[config.mk]
export PLATFORM = sky130hd
export DESIGN_NAME = booth_divider
export DESIGN_NICKNAME = d
export VERILOG_FILES = /design/src/rtl/booth_divider.sv
export SDC_FILE = /design/constraint.sdc
export NUM_CORES = 1
export LEC_CHECK = 0
export ABC_AREA = 1
export ABC_CLOCK_PERIOD_IN_PS = 1900
export CORE_UTILIZATION = 56
export CTS_BUF_LIST = sky130_fd_sc_hd__clkbuf_2
export DETAILED_ROUTE_END_ITERATION = 10
export PLACE_DENSITY = 0.82
export SYNTH_ARGS = -nofsm -noshare
export SYNTH_HDL_FRONTEND = slang
export SYNTH_SLANG_ARGS = --single-unit
[constraint.sdc]
create_clock -name clk -period 1.9 [get_ports clk]
set_input_delay 0.285 -clock clk [delete_from_list [all_inputs] [get_ports clk]]
set_output_delay 0.285 -clock clk [all_outputs]
set_load 0.05 [all_outputs]
[src/rtl/booth_divider.sv]
// ---------------------------------------------------------------------------
// booth_divider
//
// Sequential signed divider: 8-bit signed dividend / 4-bit signed divisor ->
// 8-bit signed quotient + 4-bit signed remainder, truncating toward zero.
// Works on magnitudes with a one-bit-per-cycle restoring loop, then applies
// the signs in a final fix-up cycle. Pairs with the 4x4 signed Booth
// multiplier so a product can be divided back into its operands.
//
// Ports
//   clk        sole clock, rising edge
//   rst        synchronous active-high reset; aborts any operation
//   start      request, sampled only while idle
//   dividend   8-bit signed dividend, captured on the accepting edge
//   divisor    4-bit signed divisor, captured on the accepting edge
//   quotient   8-bit signed quotient, held until the next completion
//   remainder  4-bit signed remainder, sign follows the dividend
//   busy       high while an operation is in progress
//   done       one-cycle pulse when the result registers update
//   div_zero   last completed operation had a zero divisor
//   ovf        last completed operation was -128 / -1
// ---------------------------------------------------------------------------
module booth_divider (
  input  logic       clk,
  input  logic       rst,
  input  logic       start,
  input  logic [7:0] dividend,
  input  logic [3:0] divisor,
  output logic [7:0] quotient,
  output logic [3:0] remainder,
  output logic       busy,
  output logic       done,
  output logic       div_zero,
  output logic       ovf
);

  localparam logic [1:0] IDLE = 2'd0;
  localparam logic [1:0] RUN  = 2'd1;
  localparam logic [1:0] FIX  = 2'd2;

  logic [1:0] state;
  logic [3:0] cnt;
  // Partial remainder stays below |divisor| <= 8 between iterations, so four
  // bits hold it; the 5-bit working value only exists after the shift.
  logic [3:0] prem;
  // Dividend magnitude shifts out of the top while quotient bits enter at
  // the bottom; after eight iterations it holds the quotient magnitude.
  logic [7:0] qm;
  logic [3:0] dvs_m;
  logic       sgn_dd;
  logic       sgn_dv;
  logic       dz;

  logic [4:0] shifted;
  logic       ge;
  logic [3:0] trial;
  logic [7:0] dd_mag;
  logic [3:0] dv_mag;
  logic [7:0] q_signed;
  logic [3:0] r_signed;

  // NOTE: every combinational output is assigned on every path through this
  // block, so no latch can be inferred.
  always_comb begin
    shifted  = {prem, qm[7]};
    ge       = (shifted >= {1'b0, dvs_m});
    // Only taken when ge is set, in which case the difference is < |divisor|
    // and its low four bits are exact.
    trial    = shifted[3:0] - dvs_m;
    // Two's-complement negate in the operand width: -128 -> 128, -8 -> 8.
    dd_mag   = dividend[7] ? -dividend : dividend;
    dv_mag   = divisor[3]  ? -divisor  : divisor;
    // A magnitude of 128 with a negative sign wraps to 8'h80, which is -128.
    q_signed = (sgn_dd ^ sgn_dv) ? -qm : qm;
    r_signed = sgn_dd ? -prem : prem;
  end

  // Control and result registers.
  // NOTE: sequential state uses non-blocking assignments so every register
  // sees the values from before the edge, regardless of statement order.
  always_ff @(posedge clk) begin
    if (rst) begin
      state     <= IDLE;
      busy      <= 1'b0;
      done      <= 1'b0;
      quotient  <= 8'h00;
      remainder <= 4'h0;
      div_zero  <= 1'b0;
      ovf       <= 1'b0;
    end else begin
      done <= 1'b0;
      case (state)
        IDLE: begin
          if (start) begin
            busy  <= 1'b1;
            state <= (divisor == 4'h0) ? FIX : RUN;
          end
        end
        RUN: begin
          if (cnt == 4'd1) state <= FIX;
        end
        FIX: begin
          if (dz) begin
            quotient  <= 8'h00;
            remainder <= 4'h0;
            div_zero  <= 1'b1;
            ovf       <= 1'b0;
          end else begin
            quotient  <= q_signed;
            remainder <= r_signed;
            div_zero  <= 1'b0;
            // Only -128 / -1 yields magnitude 128 with a positive sign.
            ovf       <= (qm == 8'h80) && !(sgn_dd ^ sgn_dv);
          end
          done  <= 1'b1;
          busy  <= 1'b0;
          state <= IDLE;
        end
        default: state <= IDLE;
      endcase
    end
  end

  // Datapath registers.
  // NOTE: these carry no reset; they are always loaded on the accepting edge
  // before anything reads them, and the control FSM gates every use.
  always_ff @(posedge clk) begin
    if (state == IDLE && start) begin
      sgn_dd <= dividend[7];
      sgn_dv <= divisor[3];
      qm     <= dd_mag;
      dvs_m  <= dv_mag;
      prem   <= 4'h0;
      cnt    <= 4'd8;
      dz     <= (divisor == 4'h0);
    end else if (state == RUN) begin
      prem <= ge ? trial : shifted[3:0];
      qm   <= {qm[6:0], ge};
      cnt  <= cnt - 4'd1;
    end
  end

endmodule

## After elaboration in Yosys (flattened, before gate mapping)

Index checks and enable logic that the tools add are counted.

- Output and inout bits: 16
- Flip-flop bits (word level): 41
- Logic and storage cells: 56
- Input port bits: 15

- Reduce and logical (&&, ||, !) cells: 9
- Equality and inequality tests: 6
- Mux-type cells: 18
- Order comparisons: 1
- $add $sub $neg: 6
- Bitwise logic cells: 1

Operators with widths:

| operator | count |
|---|---|
| $mux W8 | 5 |
| $neg A8 Y8 | 2 |
| $mux W4 | 3 |
| $eq A8 B8 Y1 const B | 1 |
| $neg A4 Y4 | 2 |
| $mux W2 | 3 |
| $ge A5 B4 Y1 | 1 |
| $eq A4 B1 Y1 const B | 1 |
| $logic_not A4 Y1 | 1 |
| $mux W1 | 4 |
| $ne A2 B2 Y1 const B | 2 |
| $pmux W2 S2 | 1 |
| $reduce_and A2 Y1 | 2 |
| $reduce_bool A2 Y1 | 2 |
| $sub A4 B1 Y4 const B | 1 |
| $sub A4 B4 Y4 | 1 |
| $mux W3 | 1 |
| $eq A2 B1 Y1 const B | 1 |
| $eq A2 B2 Y1 const B | 1 |
| $logic_and A1 B1 Y1 | 2 |
| $logic_not A2 Y1 | 1 |
| $pmux W1 S2 | 1 |
| $logic_not A1 Y1 | 1 |
| $xor A1 B1 Y1 | 1 |

## Logic depth before layout (Yosys ltp)

Gate-level depths: netlist (run 1).

- Depth after elaboration: 4
- Depth in mapped cells: 9
- Mapped depth without buffers: 9

## Worst setup path after synthesis (run 1)

OpenSTA, ideal clock, no wires.

- Kind: register -> register
- Start: reg qm[7]
- End: reg qm[0] (data pin)
- Buffers on the path: 0
- Period minus slack after synthesis: 1.508 ns
- Arrival: 1.247 ns
- Setup slack: 0.392 ns
- Cell stages (with the launch flop): 9
- Required time: 1.639 ns
- Setup time: 0.261 ns
- Cell sequence: edfxtp_1 inv_1 ha_1 nand2_1 nor2_1 nor3_2 nand2_1 nand2_1 o21ai_0

- Word-level cells in the longest chain between the ends: 3

RTL lines:

| what | line | RTL |
|---|---|---|
| from (decl) | 48 | `logic [7:0] qm;` |
| from (signal assigned) | 131 | `qm <= dd_mag;` |
| from (signal assigned) | 138 | `qm <= {qm[6:0], ge};` |
| $ge A5 B4 Y1 | 66 | `ge = (shifted >= {1'b0, dvs_m});` |
| $mux W8 | 136 | `end else if (state == RUN) begin` |
| $mux W8 | 128 | `if (state == IDLE && start) begin` |

No other way between the ends. The select of a mux whose other input is x is not followed.
A chain may end at the register's enable or synchronous reset.

## Worst setup path after layout (run 1)

- Start: reg busy
- End: out busy

RTL lines:

| what | line | RTL |
|---|---|---|
| from (decl) | 31 | `output logic busy,` |
| from (signal assigned) | 84 | `busy <= 1'b0;` |
| from (signal assigned) | 95 | `busy <= 1'b1;` |
| from (signal assigned) | 116 | `busy <= 1'b0;` |

No word-level cell between the ends.

==> results of run 1 <==
[final timing paths]
kind / start / to / slack (ns) / depth (start not counted)
worst max-delay path: busy / busy / 0.01 / 1
worst min register to register: remainder[0] / remainder[0] / 0.48 / 2
worst min-delay path: remainder[0] / remainder[0] / 0.48 / 2
worst max register to register: prem[1] / qm[0] / 0.25 / 7
[layout by cell type, fill, tap and decap left out, types with 6 or more instances in the layout]
| cell type | netlist | layout |
|---|---|---|
| nand2_1 | 60 | 59 |
| inv_1 | 34 | 34 |
| dfxtp_1 | 26 | 26 |
| nand3_1 | 25 | 25 |
| a21oi_1 | 21 | 21 |
| nor2_1 | 20 | 20 |
| clkdlybuf4s50_1 | 0 | 20 |
| o21ai_0 | 17 | 17 |
| edfxtp_1 | 15 | 15 |
| ha_1 | 10 | 10 |
| dlymetal6s2s_1 | 0 | 8 |
| buf_4 | 1 | 6 |
[repair_timing]
item | 4_1_cts | 5_1_grt
endpoints found under the setup margin | 2 | 9
gates resized for setup | 2 | 9
setup buffers | 0 | 0
hold buffers | 0 | 0
[state kept, by name, indices dropped and copies added, names as in the netlist]
signal,flops
cnt,4
ovf,1
sgn_dv,1
remainder,4
busy,1
qm,8
dvs_m,4
quotient,8
done,1
prem,4
dz,1
div_zero,1
state,2
sgn_dd,1
[layer usage]
layer / part of all wire (%) / up-vias / GRT usage [%]
met2: 48 / 50 / 39.2
met5: 0 / - / 0
met1: 45 / 833 / 29.0
met4: 1.7 / 0 / 9.44
met3: 4.8 / 9 / 4.82
li1: - / 964 / -
[stage by stage]
step | power, W | cells | utilization (%) | setup slack [ns] | instance area, um2
2_1_floorplan | 0.00188 | 271 | - | 0.392 | 2160
3_3_place_gp | 0.00211 | 348 | 68.4 | 0.158 | 2520
3_5_place_dp | 0.00215 | 348 | 68.4 | 0.0691 | 2520
4_1_cts | 0.00278 | 356 | 70.8 | 0.0181 | 2610
5_1_grt | 0.00297 | 356 | 71.4 | 0.00222 | 2630
6_report | 0.00279 | 356 | 71.4 | 0.0121 | 2630
[worst min-delay path: cells and delay by family, from the launching register on]
family             cells  cell delay [ns]
DFF                    1             0.35
and+or+nand+nor        1             0.06
AOI/OAI and AO/OA      1             0.05
[layout make-up]
class                           count  area, um2
Clock buffer                        5       25.0
Clock inverter                      3       65.1
Fill cell                         317       1050
Inverter                           36        135
Multi-Input combinational cell    187       1010
Sequential cell                    41        971
Tap cell                           48       60.1
Timing Repair Buffer               36        363
[logic make-up (layout without fill, tap and decap cells)]
kind of cell,after synthesis,count (layout)
compound gates,46,46
simple gates,123,123
xor+xnor,7,7
fa+ha+maj,11,11
flops,41,41
buf+inv,43,80
[where the power goes]
group	switching, W	internal, W	total, W
Clock	0.000295	0.000352	0.000647
Combinational	0.000564	0.000361	0.000925
Sequential	0.000134	0.00108	0.00122
==> results.cfg, run 1 <==
[floorplan]
die_h_um = 64.1
io_pins = 31
coreArea_um2 = 3690
core.rowCount = 22
die_w_um = 64.1
fp.dieArea_um2 = 4110
start_util_pct = 58.5

[synth]
synthArstFlopShare_pct = 0
syn_nets = 297
synth_compound_area_share_pct = 11.4
synth_area_leaders = dfxtp_1 (24%), edfxtp_1 (21%), nand2_1 (10%)
synth_edf_count = 15
synth_warnings = 0
synthCells = 271
synth_top_cell_area_share_pct = 24.1
synthTopCellsByCount = nand2_1 (60), inv_1 (34), dfxtp_1 (26)
synth_top_area_cell = dfxtp_1
synth_area_per_cell_um2 = 7.97
yosysSeqAreaShare_pct = 45.0
synth_top_family_by_area = simple AND/OR/NAND/NOR gates
synth_most_common_cell = nand2_1
synthSimpleGateAreaFrac_pct = 25.6
netlist_area_um2 = 2160
synth_cell_types = 35
synth_mux_area_share_pct = 0
ys_ff_latch = 41
synth_adder_area_share_pct = 6.72
ys.flop_type = dfxtp_1
synthXorXnorAreaFrac_pct = 3.19

[sta]
max_slew_margin_pct = 66.5
rsz0062_at_grt = false
finClkSkew_ns = 0.0179
fmax_mhz = 530
fin_crit_sh_pct = 99.4
finalSetupViolCount = 0
hold-worst-slack_ns = 0.476
tns_ns = 0
drv_slew = 0
final.min_clock_period_ns = 1.89
worst_pin_slew_ns = 0.502
hold_viol = 0

[worst_setup_path]
setup.worst_path.end_class = output pin
start_kind = flop
cp_num_buf_inv = 1
required_ns = 1.62
crit_chain = clkdlybuf4s50_1
cpLargestDelayFamily = buffers and inverters
arrival_ns = 1.60
cpPeakStageDelay_ns = 0.80
slowest_stage = clkdlybuf4s50_1
crit_type = reg -> out
crit_fanout = 2

[route]
antenna_left = 0
vias = 1856
drc = 0
post_drt_wl_per_cell_um = 12.3
drtIter0Drc = 140
routed_wirelength_um = 4390
first_pass_iters = 4
routed_via_density = 5.21

[power_and_ir_drop]
p_leak_nw = 1.26
vdd_ir_drop_max_mv = 0.591
powerDensity_nw_per_um2 = 1060

[clock_network]
numClockSinks = 41
clock_path_buffers = 2
cts_buffers = 5
clk_pin_slew_worst_paths_ns = 0.22
cts_tree = done
cts_htree_levels = 2
cts-root-buf = clkbuf_2
worstSkewPairLatency_ns = 0.42

[global_route]
grt_pass1_wl_um = 7360
globalRouteOverflowTotal = 0
grt_antenna_before_repair = 0
grt_usage_pct = 23.3
grt_max_degree = 16
grt_pass1_vias = 1678

[cells_and_area]
drive_above_1_share_pct = 8.44
num_antenna_cells = 0
nets = 333
syn_to_final_growth_pct = 22.0

[placed_design]
place_congestion = 0.882
hpwl_um = 3310
numPortBuffers = 30

[job]
drv_cap = 0

[min_path]
hp-class = reg -> reg

[run_status]
status = finished, final reports clean
Power figures use the tool's default switching activity.
==> run 2: changes to the inputs <==
--- a/config.mk
+++ b/config.mk
@@ -6,7 +6,7 @@
 export NUM_CORES = 1
 export LEC_CHECK = 0
 export ABC_AREA = 1
-export ABC_CLOCK_PERIOD_IN_PS = 1900
+export ABC_CLOCK_PERIOD_IN_PS = 2000
 export CORE_UTILIZATION = 56
 export CTS_BUF_LIST = sky130_fd_sc_hd__clkbuf_2
 export DETAILED_ROUTE_END_ITERATION = 10
==> constraint.sdc (replaced) <==
create_clock -name clk -period 2 [get_ports clk]
set_input_delay 0.3 -clock clk [delete_from_list [all_inputs] [get_ports clk]]
set_output_delay 0.3 -clock clk [all_outputs]
set_load 0.05 [all_outputs]
==> run 2 against run 1 <==
First-iteration DRC count fell by 10%. Sequential power fell by 6%. Critical path type unchanged. Core utilization fell by 2.5 points. Setup slack improved by 0.096 ns. Clock-buffer cell count rose by 2.
==> results.cfg, run 2 (synthesis results as in run 1) <==
[run_status]
status = finished, final reports clean

[worst_setup_path]
reg2reg_from = qm[7]
cpLargestDelayFamily = buffers and inverters
arrival_ns = 1.59
crit_fanout = 2
reg2reg_slack_ns = 0.28
slowest_stage = clkdlybuf4s50_1
r2r_end = qm[0]
start_kind = flop
required_ns = 1.70
setup.worst_path.end_class = output pin
crit_type = reg -> out
cp_num_buf_inv = 1
r2r_cells = 8
cpPeakStageDelay_ns = 0.81
crit_chain = clkdlybuf4s50_1

[sta]
fin_crit_sh_pct = 94.6
max_slew_margin_pct = 66.9
final.min_clock_period_ns = 1.89
finalSetupViolCount = 0
finClkSkew_ns = 0.0207
tns_ns = 0
worst_pin_slew_ns = 0.495
hold_viol = 0
drv_slew = 0
rsz0062_at_grt = false
fmax_mhz = 528

[route]
wl_met1_um = 1870
post_drt_wl_per_cell_um = 12.3
routed_via_density = 5.22
antenna_left = 0
drtIter0Drc = 126
top_layer_used = met4
met3_length_um = 236
wl_met2_um = 2160
drc = 0
vias = 1841
routed_wirelength_um = 4330
first_pass_iters = 4

[cells_and_area]
design_area_um2 = 2540
layout_commonest_cell = nand2_1
num_antenna_cells = 0
fin_cells = 353
utilization_pct = 68.9
reg_top3 = qm x8, quotient x8
fill_cells = 316
nets = 330
drive_above_1_share_pct = 6.89
syn_to_final_growth_pct = 17.6
final_cell_mix = nand2_1 (60), inv_1 (34), clkdlybuf4s50_1 (30), dfxtp_1 (26), nand3_1 (25)

[placed_design]
hpwl_um = 3300
placed_area_um2 = 2500
place_congestion = 0.902
dp_cells = 345
numPortBuffers = 30

[min_path]
holdPathStages = 2
hp-start = ovf
whs_endpoint = ovf
hp-class = reg -> reg

[floorplan]
io_pins = 31
die_w_um = 64.1
coreArea_um2 = 3690
core.rowCount = 22
start_util_pct = 58.5
die_h_um = 64.1
fp.dieArea_um2 = 4110

[clock_network]
clock_path_buffers = 2
worstSkewPairLatency_ns = 0.39
clk_pin_slew_worst_paths_ns = 0.20
numClockSinks = 41
cts_buffers = 5
postCtsHoldBufs = 0
cts_htree_levels = 2
cts-root-buf = clkbuf_2
post-cts-setup-buffers = 0
cts_tree = done
cts_resized = 0

[power_and_ir_drop]
powerDensity_nw_per_um2 = 928
vdd_ir_drop_max_mv = 0.543
p_leak_nw = 1.06

[global_route]
globalRouteOverflowTotal = 0
grt_pass1_vias = 1806
grt_pass1_wl_um = 7710
grt_antenna_before_repair = 0
grt_usage_pct = 24.7
grt_max_degree = 17

[job]
drv_cap = 0
[run 2: how the worst max path moves through the flow]
stage	start	end	depth (start not counted)
after floorplan	qm[7]	qm[0]	8
after global placement	dividend[0]	qm[6]	10
after detailed placement	dividend[0]	qm[6]	10
after CTS	quotient[1]	quotient[1]	1
after global routing	div_zero	div_zero	1
final	div_zero	div_zero	1
[run 2: layout make-up]
type                            instances  area [um2]  area share [%]
Clock inverter                          1        3.75           0.148
Sequential cell                        41         971            38.2
Inverter                               36         135            5.32
Timing Repair Buffer                   33         323            12.7
Clock buffer                            7        35.0            1.38
Tap cell                               48        60.1            2.36
Multi-Input combinational cell        187        1010            39.9
[run 2: power by group]
group,internal [W],switching (W),total (W)
Clock,0.0000938,0.000260,0.000353
Sequential,0.00103,0.000126,0.00115
Combinational,0.000323,0.000529,0.000851
[run 2: per-layer routing]
| layer | vias to the layer above | global-route usage (%) |
|---|---|---|
| met5 | - | 0 |
| met4 | 0 | 10.3 |
| met3 | 7 | 4.82 |
| met2 | 43 | 43.9 |
| met1 | 836 | 28.8 |
| li1 | 955 | - |
[run 2: metrics by stage]
| step | hold WS, ns | worst slack (ns) | power [W] |
|---|---|---|---|
| finish | 0.477 | 0.108 | 0.00236 |
| floorplan | 0.399 | 0.492 | 0.00178 |
| detailed placement | 0.458 | 0.149 | 0.00202 |
| CTS | 0.479 | 0.0909 | 0.00236 |
| global route | 0.503 | 0.0536 | 0.00255 |
| global placement | 0.450 | 0.232 | 0.00198 |
==> run 3: changes to the inputs <==
--- a/config.mk
+++ b/config.mk
@@ -11,6 +11,8 @@
 export CTS_BUF_LIST = sky130_fd_sc_hd__clkbuf_2
 export DETAILED_ROUTE_END_ITERATION = 10
 export PLACE_DENSITY = 0.82
+export SETUP_SLACK_MARGIN = 0.2
+export SKIP_CTS_REPAIR_TIMING = 1
 export SYNTH_ARGS = -nofsm -noshare
 export SYNTH_HDL_FRONTEND = slang
 export SYNTH_SLANG_ARGS = --single-unit
==> run 3 against run 2 <==
Clock skew hardly changed. Critical path depth is 7 higher. Worst hold slack worse by 0.0050 ns. Sequential share of layout area is 0.74 points lower. Clock-buffer cell count stayed put. Final cell count is 0.28% higher. Via count is 1.3% higher. Combinational power is 3.3% higher. Global-route usage stayed put. Power is 1.3% higher. Register-to-register slack hardly changed. Critical path type is now reg -> reg. Largest power group unchanged.
==> results.cfg, run 3 (synthesis results as in run 1) <==
[global_route]
globalRouteOverflowTotal = 0
grt_max_degree = 17
grt_pass1_wl_um = 7710
grt_pass1_vias = 1806
grt_antenna_before_repair = 0
grt_usage_pct = 24.7

[worst_setup_path]
reg2reg_from = dvs_m[1]
required_ns = 2.18
reg2reg_slack_ns = 0.27
start_kind = flop
arrival_ns = 1.91
r2r_cells = 8
crit_type = reg -> reg
setup.worst_path.end_class = flop
r2r_end = qm[0]
crit_fanout = 5

[sta]
final.min_clock_period_ns = 1.73
rsz0062_at_grt = false
tns_ns = 0
fmax_mhz = 579
finClkSkew_ns = 0.0207
finalSetupViolCount = 0
max_slew_margin_pct = 66.0
worst_pin_slew_ns = 0.509
fin_crit_sh_pct = 86.4
drv_slew = 0
hold_viol = 0

[route]
antenna_left = 0
vias = 1865
first_pass_iters = 4
routed_wirelength_um = 4410
routed_via_density = 5.27
wl_met2_um = 2220
wl_met1_um = 1920
met3_length_um = 202
top_layer_used = met4
drc = 0
post_drt_wl_per_cell_um = 12.5
drtIter0Drc = 120

[cells_and_area]
nets = 331
final_cell_mix = nand2_1 (59), inv_1 (33), dfxtp_1 (26), nand3_1 (25), a21oi_1 (21)
layout_commonest_cell = nand2_1
fill_cells = 303
num_antenna_cells = 0
multi_input_area_um2 = 1010
register_area_um2 = 971
drive_above_1_share_pct = 7.84
syn_to_final_growth_pct = 19.9
reg_top3 = qm x8, quotient x8

[job]
drv_cap = 0

[clock_network]
numClockSinks = 41
worstSkewPairLatency_ns = 0.39
cts-root-buf = clkbuf_2
cts_htree_levels = 2
cts_buffers = 5
clk_pin_slew_worst_paths_ns = 0.20
cts_tree = done
clock_path_buffers = 2

[placed_design]
place_congestion = 0.902
hpwl_um = 3300
numPortBuffers = 30

[min_path]
hp-class = reg -> reg
whs_endpoint = ovf
holdPathStages = 2
hp-start = ovf

[floorplan]
start_util_pct = 58.5
coreArea_um2 = 3690
core.rowCount = 22
fp.dieArea_um2 = 4110
io_pins = 31
die_h_um = 64.1
die_w_um = 64.1

[power_and_ir_drop]
p_leak_nw = 1.36
vdd_ir_drop_max_mv = 0.545
total_power_w = 0.00239
powerDensity_nw_per_um2 = 922

[run_status]
status = finished, final reports clean
## run 3: cell count changes in the layout (fill, tap and decap cells not counted), sizes merged
| cell | change |
|---|---|
| clkdlybuf4s50 | -16 |
| buf | +1 |
| dlymetal6s2s | +16 |
## run 3: per-stage QoR
stage,util (%),cells,hold WS (ns),instance area (um2),worst slack [ns]
after floorplan,-,271,0.399,2160,0.492
after global placement,67.8,345,0.450,2500,0.232
after detailed placement,67.8,345,0.458,2500,0.149
after CTS,68.9,353,0.479,2540,0.0909
after global routing,70.2,354,0.500,2590,0.200
final,70.2,354,0.472,2590,0.272
## run 3: cell type report
cell class                      instances  area share (%)
Multi-Input combinational cell        187            39.2
Timing Repair Buffer                   34            14.3
Clock buffer                            7            1.35
Clock inverter                          1           0.145
Sequential cell                        41            37.5
Tap cell                               48            2.32
Inverter                               36            5.22
## run 3: how the worst max path moves through the flow
stage,start,endpoint,slack (ns),cells past startpoint
finish,dvs_m[1],qm[0],0.27,8
global route,dvs_m[1],qm[0],0.20,8
global placement,dividend[0],qm[6],0.23,10
floorplan,qm[7],qm[0],0.49,8
CTS,quotient[1],quotient[1],0.09,1
detailed placement,dividend[0],qm[6],0.15,10
## run 3: critical path: stages, from the launching register on
cell and delay, ns:
edfxtp_1 0.47, inv_1 0.09, ha_1 0.22, nand2_1 0.09
nor2_1 0.07, nor3_2 0.28, nand2_2 0.15, nand2_1 0.08
o21ai_0 0.07
## run 3: power by group
part	internal [W]	switching, W
combinational	0.000340	0.000539
clock	0.0000937	0.000260
sequential	0.00103	0.000129
total	0.00146	0.000927
## run 3: layer usage
metal  track usage [%]  vias to the layer above
met3              4.82                        7
met4              10.3                        0
li1                  -                      958
met2              43.9                       49
met1              28.8                      851
met5                 0                        -
